File: config.mk
export PLATFORM = sky130hd
export DESIGN_NAME = uart_rx_buffer_flat
export DESIGN_NICKNAME = d
export VERILOG_FILES = /design/src/rtl/uart_rx_buffer_pkg.sv /design/src/rtl/uart_rx_buffer_if.sv /design/src/rtl/uart_rx_buffer_fifo.sv /design/src/rtl/uart_rx_buffer.sv /design/src/flat_wrapper.sv
export SDC_FILE = /design/constraint.sdc
export NUM_CORES = 1
export LEC_CHECK = 0
export ABC_AREA = 0
export BUFFER_PORTS_ARGS = -buffer_cell sky130_fd_sc_hd__buf_2
export CAP_MARGIN = 15
export CORE_AREA = 3 3 184 114
export DETAILED_ROUTE_END_ITERATION = 6
export DIE_AREA = 0 0 187 117
export GPL_TIMING_DRIVEN = 0
export SYNTH_ARGS = -nofsm -noshare
export SYNTH_HDL_FRONTEND = slang
export SYNTH_SLANG_ARGS = --single-unit
File: constraint.sdc
create_clock -name clk -period 5.4 [get_ports clk]
set_input_delay 0.27 -clock clk [delete_from_list [all_inputs] [get_ports clk]]
set_output_delay 0.27 -clock clk [all_outputs]
set_load 0.005 [all_outputs]
File: src/rtl/uart_rx_buffer_pkg.sv
// Shared types and constants for the UART receive line buffer.
package uart_pkg;

  typedef logic [7:0] uart_byte_t;

  typedef enum logic {
    RXB_WAIT,
    RXB_DRAIN
  } rxb_state_t;

  localparam uart_byte_t UART_EOL = 8'h0A;

endpackage

File: src/rtl/uart_rx_buffer_if.sv
// Byte-in / line-out stream bundle between uart_rx, the line buffer and its consumer.
interface uart_rx_buffer_if
  import uart_pkg::*;
#(
  parameter int depth_log2 = 4
);

  uart_byte_t            i_data;
  logic                  i_valid;
  logic                  i_clear;
  logic                  i_ready;
  uart_byte_t            o_data;
  logic                  o_valid;
  logic [depth_log2:0]   o_count;
  logic [depth_log2:0]   o_lines;
  logic                  o_overflow;
  logic [31:0]           o_sum;

  modport master (
    output i_data, i_valid, i_clear, i_ready,
    input  o_data, o_valid, o_count, o_lines, o_overflow, o_sum
  );

  modport slave (
    input  i_data, i_valid, i_clear, i_ready,
    output o_data, o_valid, o_count, o_lines, o_overflow, o_sum
  );

endinterface

File: src/rtl/uart_rx_buffer_fifo.sv
// First-word fall-through byte FIFO; clear takes priority over push and pop.
module uart_fifo
  import uart_pkg::*;
#(
  parameter int depth_log2 = 4
) (
  input  logic                clk,
  input  logic                rst_n,
  input  logic                clear,
  input  logic                push,
  input  logic                pop,
  input  uart_byte_t          wr_data,
  output uart_byte_t          rd_data,
  output logic [depth_log2:0] count,
  output logic                full,
  output logic                empty
);

  localparam int DEPTH = 2 ** depth_log2;

  uart_byte_t              mem [DEPTH];
  logic [depth_log2-1:0]   wr_ptr_reg;
  logic [depth_log2-1:0]   rd_ptr_reg;
  logic [depth_log2:0]     count_reg;

  // Storage carries no reset: contents are only meaningful below count_reg.
  always_ff @(posedge clk) begin
    if (push && !clear) begin
      mem[wr_ptr_reg] <= wr_data;
    end
  end

  always_ff @(posedge clk or negedge rst_n) begin
    if (!rst_n) begin
      wr_ptr_reg <= '0;
      rd_ptr_reg <= '0;
      count_reg  <= '0;
    end else if (clear) begin
      wr_ptr_reg <= '0;
      rd_ptr_reg <= '0;
      count_reg  <= '0;
    end else begin
      if (push) wr_ptr_reg <= wr_ptr_reg + 1'b1;
      if (pop)  rd_ptr_reg <= rd_ptr_reg + 1'b1;
      if (push && !pop)      count_reg <= count_reg + 1'b1;
      else if (pop && !push) count_reg <= count_reg - 1'b1;
    end
  end

  assign rd_data = mem[rd_ptr_reg];
  assign count   = count_reg;
  assign full    = (count_reg == (depth_log2 + 1)'(DEPTH));
  assign empty   = (count_reg == '0);

endmodule

File: src/rtl/uart_rx_buffer.sv
// Line-assembling receive buffer: releases bytes one whole line at a time.
// Optional running byte sum enabled by defining UART_RX_BUFFER_SUM_EN.
module uart_rx_buffer
  import uart_pkg::*;
#(
  parameter int         depth_log2 = 4,
  parameter uart_byte_t eol_char   = UART_EOL
) (
  input logic              clk,
  input logic              rst_n,
  uart_rx_buffer_if.slave  bus
);

  localparam int DEPTH = 2 ** depth_log2;

  rxb_state_t            state_reg, state_next;
  logic [depth_log2:0]   lines_reg, lines_next;
  logic [depth_log2:0]   count, count_after;
  logic                  overflow_reg;
  logic                  full, empty, push, pop, drop, valid;
  logic                  push_eol, pop_eol;
  uart_byte_t            head;

  uart_fifo #(.depth_log2(depth_log2)) u_fifo (
    .clk     (clk),
    .rst_n   (rst_n),
    .clear   (bus.i_clear),
    .push    (push),
    .pop     (pop),
    .wr_data (bus.i_data),
    .rd_data (head),
    .count   (count),
    .full    (full),
    .empty   (empty)
  );

  // A full FIFO may still accept a byte when the consumer frees a slot this cycle.
  assign pop      = valid && bus.i_ready;
  assign push     = bus.i_valid && (!full || pop);
  assign drop     = bus.i_valid && full && !pop;
  assign push_eol = push && (bus.i_data == eol_char);
  assign pop_eol  = pop && (head == eol_char);

  assign count_after = count + {{depth_log2{1'b0}}, push} - {{depth_log2{1'b0}}, pop};

  always_comb begin
    lines_next = lines_reg;
    if (push_eol && !pop_eol)      lines_next = lines_reg + 1'b1;
    else if (pop_eol && !push_eol) lines_next = lines_reg - 1'b1;
  end

  // Decisions look at post-edge occupancy so a completed line is offered the very next cycle.
  always_comb begin
    state_next = state_reg;
    valid      = 1'b0;
    unique case (state_reg)
      RXB_WAIT: begin
        if (lines_next != '0 || count_after == (depth_log2 + 1)'(DEPTH))
          state_next = RXB_DRAIN;
      end
      RXB_DRAIN: begin
        valid = !empty;
        if (pop_eol || (lines_next == '0 && count_after == '0))
          state_next = RXB_WAIT;
      end
      default: state_next = RXB_WAIT;
    endcase
    if (bus.i_clear) state_next = RXB_WAIT;
  end

  always_ff @(posedge clk or negedge rst_n) begin
    if (!rst_n) begin
      state_reg    <= RXB_WAIT;
      lines_reg    <= '0;
      overflow_reg <= 1'b0;
    end else if (bus.i_clear) begin
      state_reg    <= RXB_WAIT;
      lines_reg    <= '0;
      overflow_reg <= 1'b0;
    end else begin
      state_reg <= state_next;
      lines_reg <= lines_next;
      if (drop) overflow_reg <= 1'b1;
    end
  end

`ifdef UART_RX_BUFFER_SUM_EN
  logic [31:0] sum_reg;

  always_ff @(posedge clk or negedge rst_n) begin
    if (!rst_n)           sum_reg <= '0;
    else if (bus.i_clear) sum_reg <= '0;
    else if (push)        sum_reg <= sum_reg + {24'd0, bus.i_data};
  end

  assign bus.o_sum = sum_reg;
`else
  assign bus.o_sum = 32'd0;
`endif

  assign bus.o_data     = head;
  assign bus.o_valid    = valid;
  assign bus.o_count    = count;
  assign bus.o_lines    = lines_reg;
  assign bus.o_overflow = overflow_reg;

endmodule

File: src/flat_wrapper.sv
// flat-port wrapper written by rule: the top's interface ports become plain ports
module uart_rx_buffer_flat import uart_pkg::*;
#(
  parameter int         depth_log2 = 4,
  parameter uart_byte_t eol_char   = UART_EOL
)
  (clk, rst_n, bus_i_data, bus_i_valid, bus_i_clear, bus_i_ready, bus_o_data, bus_o_valid, bus_o_count, bus_o_lines, bus_o_overflow, bus_o_sum);
  uart_rx_buffer_if #(.depth_log2(depth_log2)) bus_i ();
  input logic clk;
  input logic rst_n;
  input wire logic [$bits(bus_i.i_data)-1:0] bus_i_data;
  input wire logic [$bits(bus_i.i_valid)-1:0] bus_i_valid;
  input wire logic [$bits(bus_i.i_clear)-1:0] bus_i_clear;
  input wire logic [$bits(bus_i.i_ready)-1:0] bus_i_ready;
  output wire logic [$bits(bus_i.o_data)-1:0] bus_o_data;
  output wire logic [$bits(bus_i.o_valid)-1:0] bus_o_valid;
  output wire logic [$bits(bus_i.o_count)-1:0] bus_o_count;
  output wire logic [$bits(bus_i.o_lines)-1:0] bus_o_lines;
  output wire logic [$bits(bus_i.o_overflow)-1:0] bus_o_overflow;
  output wire logic [$bits(bus_i.o_sum)-1:0] bus_o_sum;
  assign bus_i.i_data = bus_i_data;
  assign bus_i.i_valid = bus_i_valid;
  assign bus_i.i_clear = bus_i_clear;
  assign bus_i.i_ready = bus_i_ready;
  assign bus_o_data = bus_i.o_data;
  assign bus_o_valid = bus_i.o_valid;
  assign bus_o_count = bus_i.o_count;
  assign bus_o_lines = bus_i.o_lines;
  assign bus_o_overflow = bus_i.o_overflow;
  assign bus_o_sum = bus_i.o_sum;
  uart_rx_buffer #(.depth_log2(depth_log2), .eol_char(eol_char)) u_core (.clk(clk), .rst_n(rst_n), .bus(bus_i));
endmodule
==> results of run 1 <==
placed cells by master (no fill, tap or decap), drive strengths merged, types with 2 or more instances in the layout:
| cell type | instances |
|---|---|
| nor2 | 28 |
| nor4 | 3 |
| a21oi | 10 |
| nand4 | 4 |
| inv | 15 |
| nand2 | 14 |
| a31oi | 2 |
| nor4b | 3 |
| clkinvlp | 4 |
| fa | 2 |
| bufinv | 2 |
| nor3 | 3 |
| a21o | 3 |
| and2 | 10 |
| xor2 | 8 |
| clkinv | 6 |
| clkbuf | 24 |
| o21ai | 4 |
| dfrtp | 20 |
| a311oi | 2 |
| a221oi | 5 |
| conb | 32 |
| xnor2 | 10 |
| edfxtp | 128 |
| buf | 72 |
| nor2b | 8 |
| a22oi | 11 |
| mux4 | 28 |
| and3 | 4 |
| or4 | 4 |
| nand3 | 4 |
| mux2i | 12 |
| nor4bb | 3 |
| ha | 16 |
Yosys cell counts (11+ instances only):
cell type | n | area, um^2
a22oi_1 | 11 | 82.6
buf_4 | 32 | 240
dfrtp_1 | 20 | 500
edfxtp_1 | 128 | 3840
ha_1 | 16 | 200
inv_1 | 12 | 45.0
mux2i_1 | 12 | 120
mux4_1 | 14 | 368
mux4_2 | 14 | 315
nand2_1 | 14 | 52.6
nor2_1 | 28 | 105
power by group through the flow:
stage | Combinational (W) | Clock, W | Sequential, W
after global placement | 0.000405 | 0 | 0.00133
final | 0.000421 | 0.00115 | 0.00131
after detailed placement | 0.000417 | 0 | 0.00133
after floorplan | 0.000298 | 0 | 0.00133
after CTS | 0.000420 | 0.00117 | 0.00131
after global routing | 0.000473 | 0.00122 | 0.00132
worst reg2reg max path, stage by stage (launching register included):
cell and delay (ns):
dfrtp_1 0.34, buf_2 0.31, clkbuf_1 0.56, mux4_1 0.49, a22oi_1 0.19, nand2_1 0.11
or4_4 0.57, or4_1 0.41, buf_2 0.18, mux2i_1 0.14, xor2_1 0.17, o41a_1 0.43
layer usage:
metal,part of all wire (%),track usage (%)
met5,0,0
met2,42,19.4
met4,1.3,4.18
met1,49,20.6
met3,7.2,3.30
stage by stage:
stage	hold WS, ns	cells	area (um^2)	total power, W	utilization, %
detailed placement	0.251	750	7380	0.00175	38.5
global route	0.166	783	7970	0.00300	41.6
CTS	0.134	783	7970	0.00290	41.6
global placement	0.247	748	7350	0.00174	38.3
finish	0.148	783	7970	0.00289	41.6
floorplan	-0.0256	451	6870	0.00162	-
worst paths after layout:
kind,to,cells past startpoint
setup reg to reg,u_core.state_reg,11
min in group asynchronous,u_core.bus.o_lines[3],2
setup / recovery,u_core.state_reg,11
max in group asynchronous,u_core.u_fifo.count[1],2
hold reg to reg,u_core.bus.o_overflow,2
hold / removal,u_core.bus.o_overflow,3
cell families after synthesis:
family / count (synthesis) / synth area share, %
xor gates and xnor gates: 18 / 2.34
adders and majority gates: 18 / 3.56
DFF: 148 / 64.4
buffers and inverters: 58 / 5.52
AOI/OAI and AO/OA: 43 / 4.56
muxes: 40 / 11.9
and+or+nand+nor: 94 / 7.69
other: 1 / 0.0556
cell type report:
type | instances | area [um^2] | share of cell area, %
Sequential cell | 148 | 4340 | 54.5
Multi-Input combinational cell | 245 | 2160 | 27.1
Clock buffer | 17 | 425 | 5.34
Tap cell | 266 | 333 | 4.17
Buffer | 46 | 328 | 4.11
Timing Repair Buffer | 34 | 180 | 2.26
Clock inverter | 15 | 156 | 1.96
Inverter | 12 | 45.0 | 0.565
==> results.py, run 1 <==
metrics = {
    "synth": {
        "syn_avg_cell_area_um2": 16.1,
        "yosysWarnings": 0,
        "ys_ff_latch": 148,
        "syn-instance-count": 420,
        "synth_cell_types": 52,
        "ys_seq_area_share_pct": 64.4,
        "synth-edff-count": 128,
        "async_reset_ff_share_pct": 13.5,
        "syn-cell-area_mm2": 0.00675,
        "synth-main-ff-cell": "edfxtp_1",
    },
    "cells_and_area": {
        "drive_above_1_share_pct": 23.8,
        "fillers": 1712,
        "area_growth_pct": 18.1,
        "n_antenna_cell": 0,
        "nets": 535,
        "largest_reg_flops": 128,
    },
    "floorplanning": {
        "dieArea_mm2": 0.0219,
        "die_y_um": 117,
        "coreArea_mm2": 0.0192,
        "std_cell_rows": 39,
        "ioPinCount": 65,
        "start_util_pct": 35.2,
        "die_w_um": 187,
    },
    "global_routing": {
        "antenna_found_initial": 0,
        "grt_max_degree": 21,
        "overflow": 0,
        "grt_pass1_vias": 3650,
        "grt_first_pass_wirelength_um": 22000,
        "grtUsageTotal_pct": 13.6,
    },
    "clock_network": {
        "holdBufCountCts": 1,
        "cts_resized": 0,
        "post_cts_buffers": 0,
        "clkLatencyLatePin_ns": 0.42,
        "path_clk_slew_ns": 0.07,
        "clk_path_buf_depth": 2,
        "cts_tree": "yes",
        "cts_inserted_buffers": 17,
        "clock-root-buffer": "clkbuf_16",
        "cts.htree.levels": 4,
        "cts.sinks": 148,
    },
    "worst_setup_path": {
        "cp_top_family": "simple AND/OR/NAND/NOR gates",
        "r2r_start": "u_core.u_fifo.rd_ptr_reg[1]",
        "critical_path.max_stage_delay_ns": 0.57,
        "cp-start-kind": "flip-flop",
        "critPathSlowestCell": "or4_4",
        "crit_top_cell": "buf_2",
        "reg2reg_slack_ns": 1.39,
        "path_max_fanout": 10,
        "path_cells": "buf_2 > clkbuf_1 > mux4_1 > a22oi_1 > nand2_1 > or4_4 > or4_1 > buf_2 > mux2i_1 > xor2_1 > o41a_1",
        "startpoint": "u_core.u_fifo.rd_ptr_reg[1]",
        "arrival_ns": 4.31,
        "path_class": "reg2reg",
        "worst-path-buf-inv": 3,
        "end_kind": "flip-flop",
        "crit_required_ns": 5.70,
    },
    "power": {
        "power_frac_seq_pct": 45.4,
        "p_switching_w": 0.000736,
        "clkPwrFrac_pct": 40.0,
        "p_leak_nw": 2.92,
        "p_int_w": 0.00215,
        "p_per_area_mw_per_mm2": 362,
        "p_comb_share_pct": 14.6,
        "p_sw_share_pct": 25.5,
        "irDropWorstVdd_mv": 0.161,
    },
    "detailed_routing": {
        "first_pass_iters": 5,
        "vias": 3868,
        "drc": 0,
        "detail_route.wl_per_cell_um": 18.8,
        "viasPerCell": 4.94,
        "ant_nets": 0,
        "wirelength_um": 14700,
        "drtIter0Drc": 290,
    },
    "placement": {
        "dp_worst_setup_slack_ns": 1.40,
        "gp_congestion": 0.826,
        "port_buffers": 31,
        "dp_hpwl_um": 10400,
    },
    "outcome": {
        "outcome": "completed",
    },
    "sta": {
        "fmax_ghz": 0.249,
        "fin_ws_ns": 1.39,
        "period_share_pct": 74.3,
        "period_needed_ns": 4.01,
        "maxSlewHeadroom_pct": 36.7,
        "worst_pin_slew_ns": 0.948,
        "hold_viol_final": 0,
        "setup-tns-final_ns": 0,
        "fin_skew_ns": 0.0128,
        "rsz0062_at_grt": "false",
        "slew_viol_final": 0,
        "setup_violations": 0,
    },
    "job": {
        "cap_violations": 0,
    },
    "min_path": {
        "min-delay-start": "bus_i_valid",
        "hp-class": "in2reg",
    },
}
Power figures use the tool's default switching activity.
==> run 2: changes to the inputs <==
Clock period 5.4 ns to 3.55 ns, I/O delays scaled along.
==> results.py, run 2 (synthesized netlist as in run 1, its figures left out) <==
metrics = {
    "placement": {
        "dpl.cell_count": 750,
        "gp_congestion": 0.826,
        "dp_hpwl_um": 10400,
        "port_buffers": 31,
        "dp_worst_setup_slack_ns": -0.449,
    },
    "cells_and_area": {
        "final_cells": 795,
        "nets": 547,
        "area_growth_pct": 21.9,
        "final_common_cell": "edfxtp_1",
        "fin_util_pct": 42.9,
        "largest_reg_flops": 128,
        "layout_common_cells": "edfxtp_1, buf_4, buf_2, conb_1, nor2_1",
        "drive_above_1_share_pct": 30.2,
        "n_antenna_cell": 0,
    },
    "min_path": {
        "hp-class": "in2reg",
        "min-delay-start": "bus_i_valid",
        "holdPathStages": 3,
        "min_to": "u_core.bus.o_overflow",
    },
    "outcome": {
        "violations": "setup timing",
        "outcome": "finished, violations left",
    },
    "worst_setup_path": {
        "r2r_start": "u_core.u_fifo.rd_ptr_reg[0]",
        "path_class": "reg2reg",
        "reg2reg_slack_ns": -0.03,
        "cp-start-kind": "flip-flop",
        "ff2ff_path_depth": 11,
        "arrival_ns": 3.88,
        "path_max_fanout": 6,
        "crit_required_ns": 3.85,
        "r2r_end": "u_core.state_reg",
        "end_kind": "flip-flop",
    },
    "global_routing": {
        "grt_max_degree": 21,
        "overflow": 0,
        "grt_pass1_vias": 3711,
        "grt_first_pass_wirelength_um": 22300,
        "met1_usage_pct": 20.9,
        "busiest_layer": "met1",
        "antenna_found_initial": 0,
        "grt_util_met3_pct": 3.39,
        "grt.met2_usage_pct": 19.7,
        "grtUsageTotal_pct": 13.8,
    },
    "clock_network": {
        "cts.htree.levels": 4,
        "clock-root-buffer": "clkbuf_16",
        "cts_inserted_buffers": 17,
        "cts_tree": "yes",
        "clk_path_buf_depth": 2,
        "cts.sinks": 148,
        "path_clk_slew_ns": 0.07,
        "clkLatencyLatePin_ns": 0.42,
    },
    "detailed_routing": {
        "ant_nets": 0,
        "vias": 3870,
        "detail_route.wl_per_cell_um": 19.2,
        "drtIter0Drc": 289,
        "wirelength_um": 15300,
        "viasPerCell": 4.87,
        "drc": 0,
        "first_pass_iters": 5,
    },
    "power": {
        "irDropWorstVdd_mv": 0.237,
        "p_leak_nw": 3.01,
        "p_per_area_mw_per_mm2": 544,
    },
    "floorplanning": {
        "ioPinCount": 65,
        "coreArea_mm2": 0.0192,
        "std_cell_rows": 39,
        "dieArea_mm2": 0.0219,
        "die_y_um": 117,
        "start_util_pct": 35.2,
        "die_w_um": 187,
    },
    "sta": {
        "hold_viol_final": 0,
        "period_needed_ns": 3.58,
        "fmax_ghz": 0.279,
        "worst_pin_slew_ns": 0.961,
        "rsz0062_at_grt": "true",
        "fin_ws_ns": -0.0336,
        "whs_ns": 0.0572,
        "period_share_pct": 101,
        "fin_skew_ns": 0.00940,
        "maxSlewHeadroom_pct": 35.8,
        "setup_violations": 1,
        "slew_viol_final": 0,
    },
    "job": {
        "cap_violations": 0,
    },
}
## run 2: worst max-delay path: stages (launching register included)
cell,delay [ns]
dfrtp_2,0.43
buf_12,0.16
clkbuf_16,0.16
mux4_2,0.55
a22oi_2,0.15
nand2_1,0.10
or4_4,0.57
or4_4,0.43
buf_6,0.15
mux2i_2,0.14
xor2_1,0.18
o41a_1,0.43
## run 2: how the worst max path moves through the flow
stage | start | to | slack (ns) | cells past startpoint
after floorplan | u_core.u_fifo.rd_ptr_reg[0] | u_core.state_reg | 0.12 | 12
after global placement | u_core.u_fifo.count[3] | u_core.u_fifo.mem[11][3] | -0.49 | 6
after detailed placement | u_core.u_fifo.rd_ptr_reg[1] | u_core.state_reg | -0.45 | 11
after CTS | u_core.u_fifo.rd_ptr_reg[0] | u_core.state_reg | 0.009 | 11
after global routing | u_core.u_fifo.rd_ptr_reg[0] | u_core.state_reg | -0.10 | 11
final | u_core.u_fifo.rd_ptr_reg[0] | u_core.state_reg | -0.03 | 11
## run 2: report_power, final
group          switching [W]  internal, W  total (W)  leakage, nW
registers          0.0000625      0.00194    0.00200         1.43
logic               0.000370     0.000351   0.000721         1.31
clock network       0.000717      0.00104    0.00176        0.274
total                0.00115      0.00333    0.00448         3.01
## run 2: through the flow
step | TNS (ns) | total power, W | instance area (um^2)
2_1_floorplan | 0 | 0.00247 | 6870
3_3_place_gp | -8.04 | 0.00264 | 7350
3_5_place_dp | -1.19 | 0.00266 | 7380
4_1_cts | 0 | 0.00446 | 8090
5_1_grt | -0.105 | 0.00466 | 8230
6_report | -0.0336 | 0.00448 | 8230
## run 2: repair_timing
| action | CTS | global route |
|---|---|---|
| endpoints found under the hold margin | 20 | 0 |
| setup buffers | 7 | 3 |
| hold buffers | 1 | 0 |
| pin swaps | 4 | 4 |
| cloned | 0 | 2 |
| resized for setup | 26 | 19 |
| endpoints found under the setup margin | 5 | 3 |
## run 2: metal layers
metal	wire (um)	vias up
li1	-	1765
met1	7570	1977
met2	6650	114
met3	960	14
met4	102	0
met5	0	-
## run 2: cell type report
cell class	instances	area [um^2]
Clock inverter	15	156
Tap cell	266	333
Timing Repair Buffer	46	318
Buffer	46	375
Sequential cell	148	4350
Clock buffer	17	425
Fill cell	1679	11000
Inverter	12	45.0
Multi-Input combinational cell	245	2230
==> run 3: changes to the inputs <==
Settings changed: SETUP_SLACK_MARGIN set to 0.15.
==> results.py, run 3 (synthesized netlist as in run 1, its figures left out) <==
metrics = {
    "detailed_routing": {
        "vias": 3961,
        "drtIter0Drc": 394,
        "detail_route.wl_per_cell_um": 19.3,
        "first_pass_iters": 5,
        "wirelength_um": 15500,
        "viasPerCell": 4.93,
        "drc": 0,
        "ant_nets": 0,
    },
    "cells_and_area": {
        "final_common_cell": "edfxtp_1",
        "n_antenna_cell": 0,
        "fillers": 1687,
        "area_growth_pct": 23.2,
        "nets": 556,
        "regArea_mm2": 0.00435,
        "layout_common_cells": "edfxtp_1, buf_4, buf_2, conb_1, nor2_1",
        "largest_reg_flops": 128,
        "drive_above_1_share_pct": 32.7,
        "fin_area_mm2": 0.00832,
        "final_cells": 804,
        "multiInputGateArea_mm2": 0.00228,
    },
    "worst_setup_path": {
        "worst-path-buf-inv": 4,
        "crit_required_ns": 3.85,
        "cp-start-kind": "flip-flop",
        "path_depth": 12,
        "path_class": "reg2reg",
        "arrival_ns": 3.79,
        "end_kind": "flip-flop",
        "critical_path.max_stage_delay_ns": 0.51,
        "r2r_start": "u_core.u_fifo.rd_ptr_reg[0]",
        "ff2ff_path_depth": 12,
        "r2r_end": "u_core.state_reg",
        "path_cells": "buf_12 > buf_12 > buf_4 > mux4_2 > a22oi_2 > nand3_1 > or4_4 > or4_4 > buf_6 > a311oi_2 > o21ai_1 > o41a_1",
        "path_max_fanout": 6,
        "reg2reg_slack_ns": 0.06,
        "critPathSlowestCell": "mux4_2",
        "cp_top_family": "simple AND/OR/NAND/NOR gates",
    },
    "sta": {
        "worst_pin_slew_ns": 0.972,
        "period_share_pct": 98.3,
        "setup-tns-final_ns": 0,
        "rsz0062_at_grt": "true",
        "fmax_ghz": 0.287,
        "setup_violations": 0,
        "slew_viol_final": 0,
        "period_needed_ns": 3.49,
        "hold_viol_final": 0,
        "fin_skew_ns": 0.00977,
        "maxSlewHeadroom_pct": 35.0,
    },
    "power": {
        "p_sw_share_pct": 25.5,
        "p_per_area_mw_per_mm2": 543,
        "power_frac_seq_pct": 44.3,
        "p_comb_share_pct": 17.1,
        "p_int_w": 0.00337,
        "p_leak_nw": 3.05,
        "power_w": 0.00452,
        "clkPwrFrac_pct": 38.6,
        "irDropWorstVdd_mv": 0.284,
        "p_switching_w": 0.00115,
    },
    "min_path": {
        "min_to": "u_core.bus.o_overflow",
        "holdPathStages": 3,
        "hp-class": "in2reg",
        "min-delay-start": "bus_i_valid",
    },
    "clock_network": {
        "clock-root-buffer": "clkbuf_16",
        "cts_inserted_buffers": 17,
        "cts.sinks": 148,
        "clk_path_buf_depth": 2,
        "path_clk_slew_ns": 0.07,
        "cts.htree.levels": 4,
        "cts_tree": "yes",
        "clkLatencyLatePin_ns": 0.42,
    },
    "placement": {
        "dp_hpwl_um": 10500,
        "dpl.cell_count": 750,
        "gp_congestion": 0.826,
        "port_buffers": 31,
        "dpl_cell_area_mm2": 0.00738,
    },
    "floorplanning": {
        "dieArea_mm2": 0.0219,
        "std_cell_rows": 39,
        "die_y_um": 117,
        "ioPinCount": 65,
        "coreArea_mm2": 0.0192,
        "die_w_um": 187,
        "start_util_pct": 35.2,
    },
    "global_routing": {
        "antenna_found_initial": 0,
        "grtUsageTotal_pct": 14.3,
        "grt_pass1_vias": 3767,
        "grt_max_degree": 21,
        "overflow": 0,
        "grt_first_pass_wirelength_um": 22800,
    },
    "job": {
        "cap_violations": 0,
    },
    "outcome": {
        "outcome": "completed",
    },
}
run 3: cell count changes in the layout (fill, tap and decap cells not counted), sizes merged:
cell    previous run  this run
buf               83        92
clkbuf            25        29
clkinv             6         4
inv               15        13
run 3: how the worst max path moves through the flow:
stage,to,slack (ns),startpoint
floorplan,u_core.state_reg,0.16,u_core.u_fifo.rd_ptr_reg[0]
global placement,u_core.u_fifo.mem[11][3],-0.52,u_core.u_fifo.count[3]
detailed placement,u_core.state_reg,-0.45,u_core.u_fifo.rd_ptr_reg[1]
CTS,u_core.state_reg,0.07,u_core.u_fifo.rd_ptr_reg[0]
global route,u_core.state_reg,-0.03,u_core.u_fifo.rd_ptr_reg[0]
finish,u_core.state_reg,0.06,u_core.u_fifo.rd_ptr_reg[0]
run 3: layer usage:
| metal | vias to the layer above | routed length, um | GRT usage, % |
|---|---|---|---|
| li1 | 1783 | - | - |
| met5 | - | 0 | 0 |
| met3 | 18 | 1090 | 3.39 |
| met1 | 2019 | 7250 | 21.0 |
| met4 | 0 | 222 | 5.03 |
| met2 | 141 | 6970 | 21.0 |
run 3: power groups by stage:
| stage | combinational, W | sequential, W | clock, W |
|---|---|---|---|
| 5_1_grt | 0.000851 | 0.00201 | 0.00184 |
| 2_1_floorplan | 0.000454 | 0.00202 | 0 |
| 3_3_place_gp | 0.000617 | 0.00203 | 0 |
| 3_5_place_dp | 0.000637 | 0.00203 | 0 |
| 6_report | 0.000773 | 0.00200 | 0.00174 |
| 4_1_cts | 0.000709 | 0.00200 | 0.00176 |
run 3: area by class of cell:
cell class | count | share of cell area [%]
plain buffers | 46 | 4.59
clock buffers | 21 | 5.30
clock inverters | 11 | 1.56
inverters | 12 | 0.542
multi-input cells | 245 | 27.4
flip-flops and latches | 148 | 52.3
well taps | 266 | 4.00
repair buffers | 55 | 4.36
run 3: repair_timing:
| item | 4_1_cts | 5_1_grt |
|---|---|---|
| endpoints found under the hold margin | 20 | 0 |
| pin swaps | 10 | 5 |
| gates cloned | 0 | 1 |
| endpoints found under the setup margin | 6 | 3 |
| hold buffers | 1 | 0 |
| setup buffers | 14 | 6 |
| resized for setup | 35 | 22 |
run 3: worst min-delay path, cell delays in order:
cell and delay (ns):
buf_2 0.10, a31oi_1 0.07, nor2_1 0.09
run 3: per-stage QoR:
| stage | util, % | setup slack (ns) | hold WS, ns |
|---|---|---|---|
| 5_1_grt | 43.4 | -0.0321 | 0.0664 |
| 4_1_cts | 42.6 | 0.0720 | 0.0593 |
| 2_1_floorplan | - | 0.155 | -0.118 |
| 6_report | 43.4 | 0.0612 | 0.0693 |
| 3_5_place_dp | 38.5 | -0.452 | 0.162 |
| 3_3_place_gp | 38.4 | -0.522 | 0.152 |
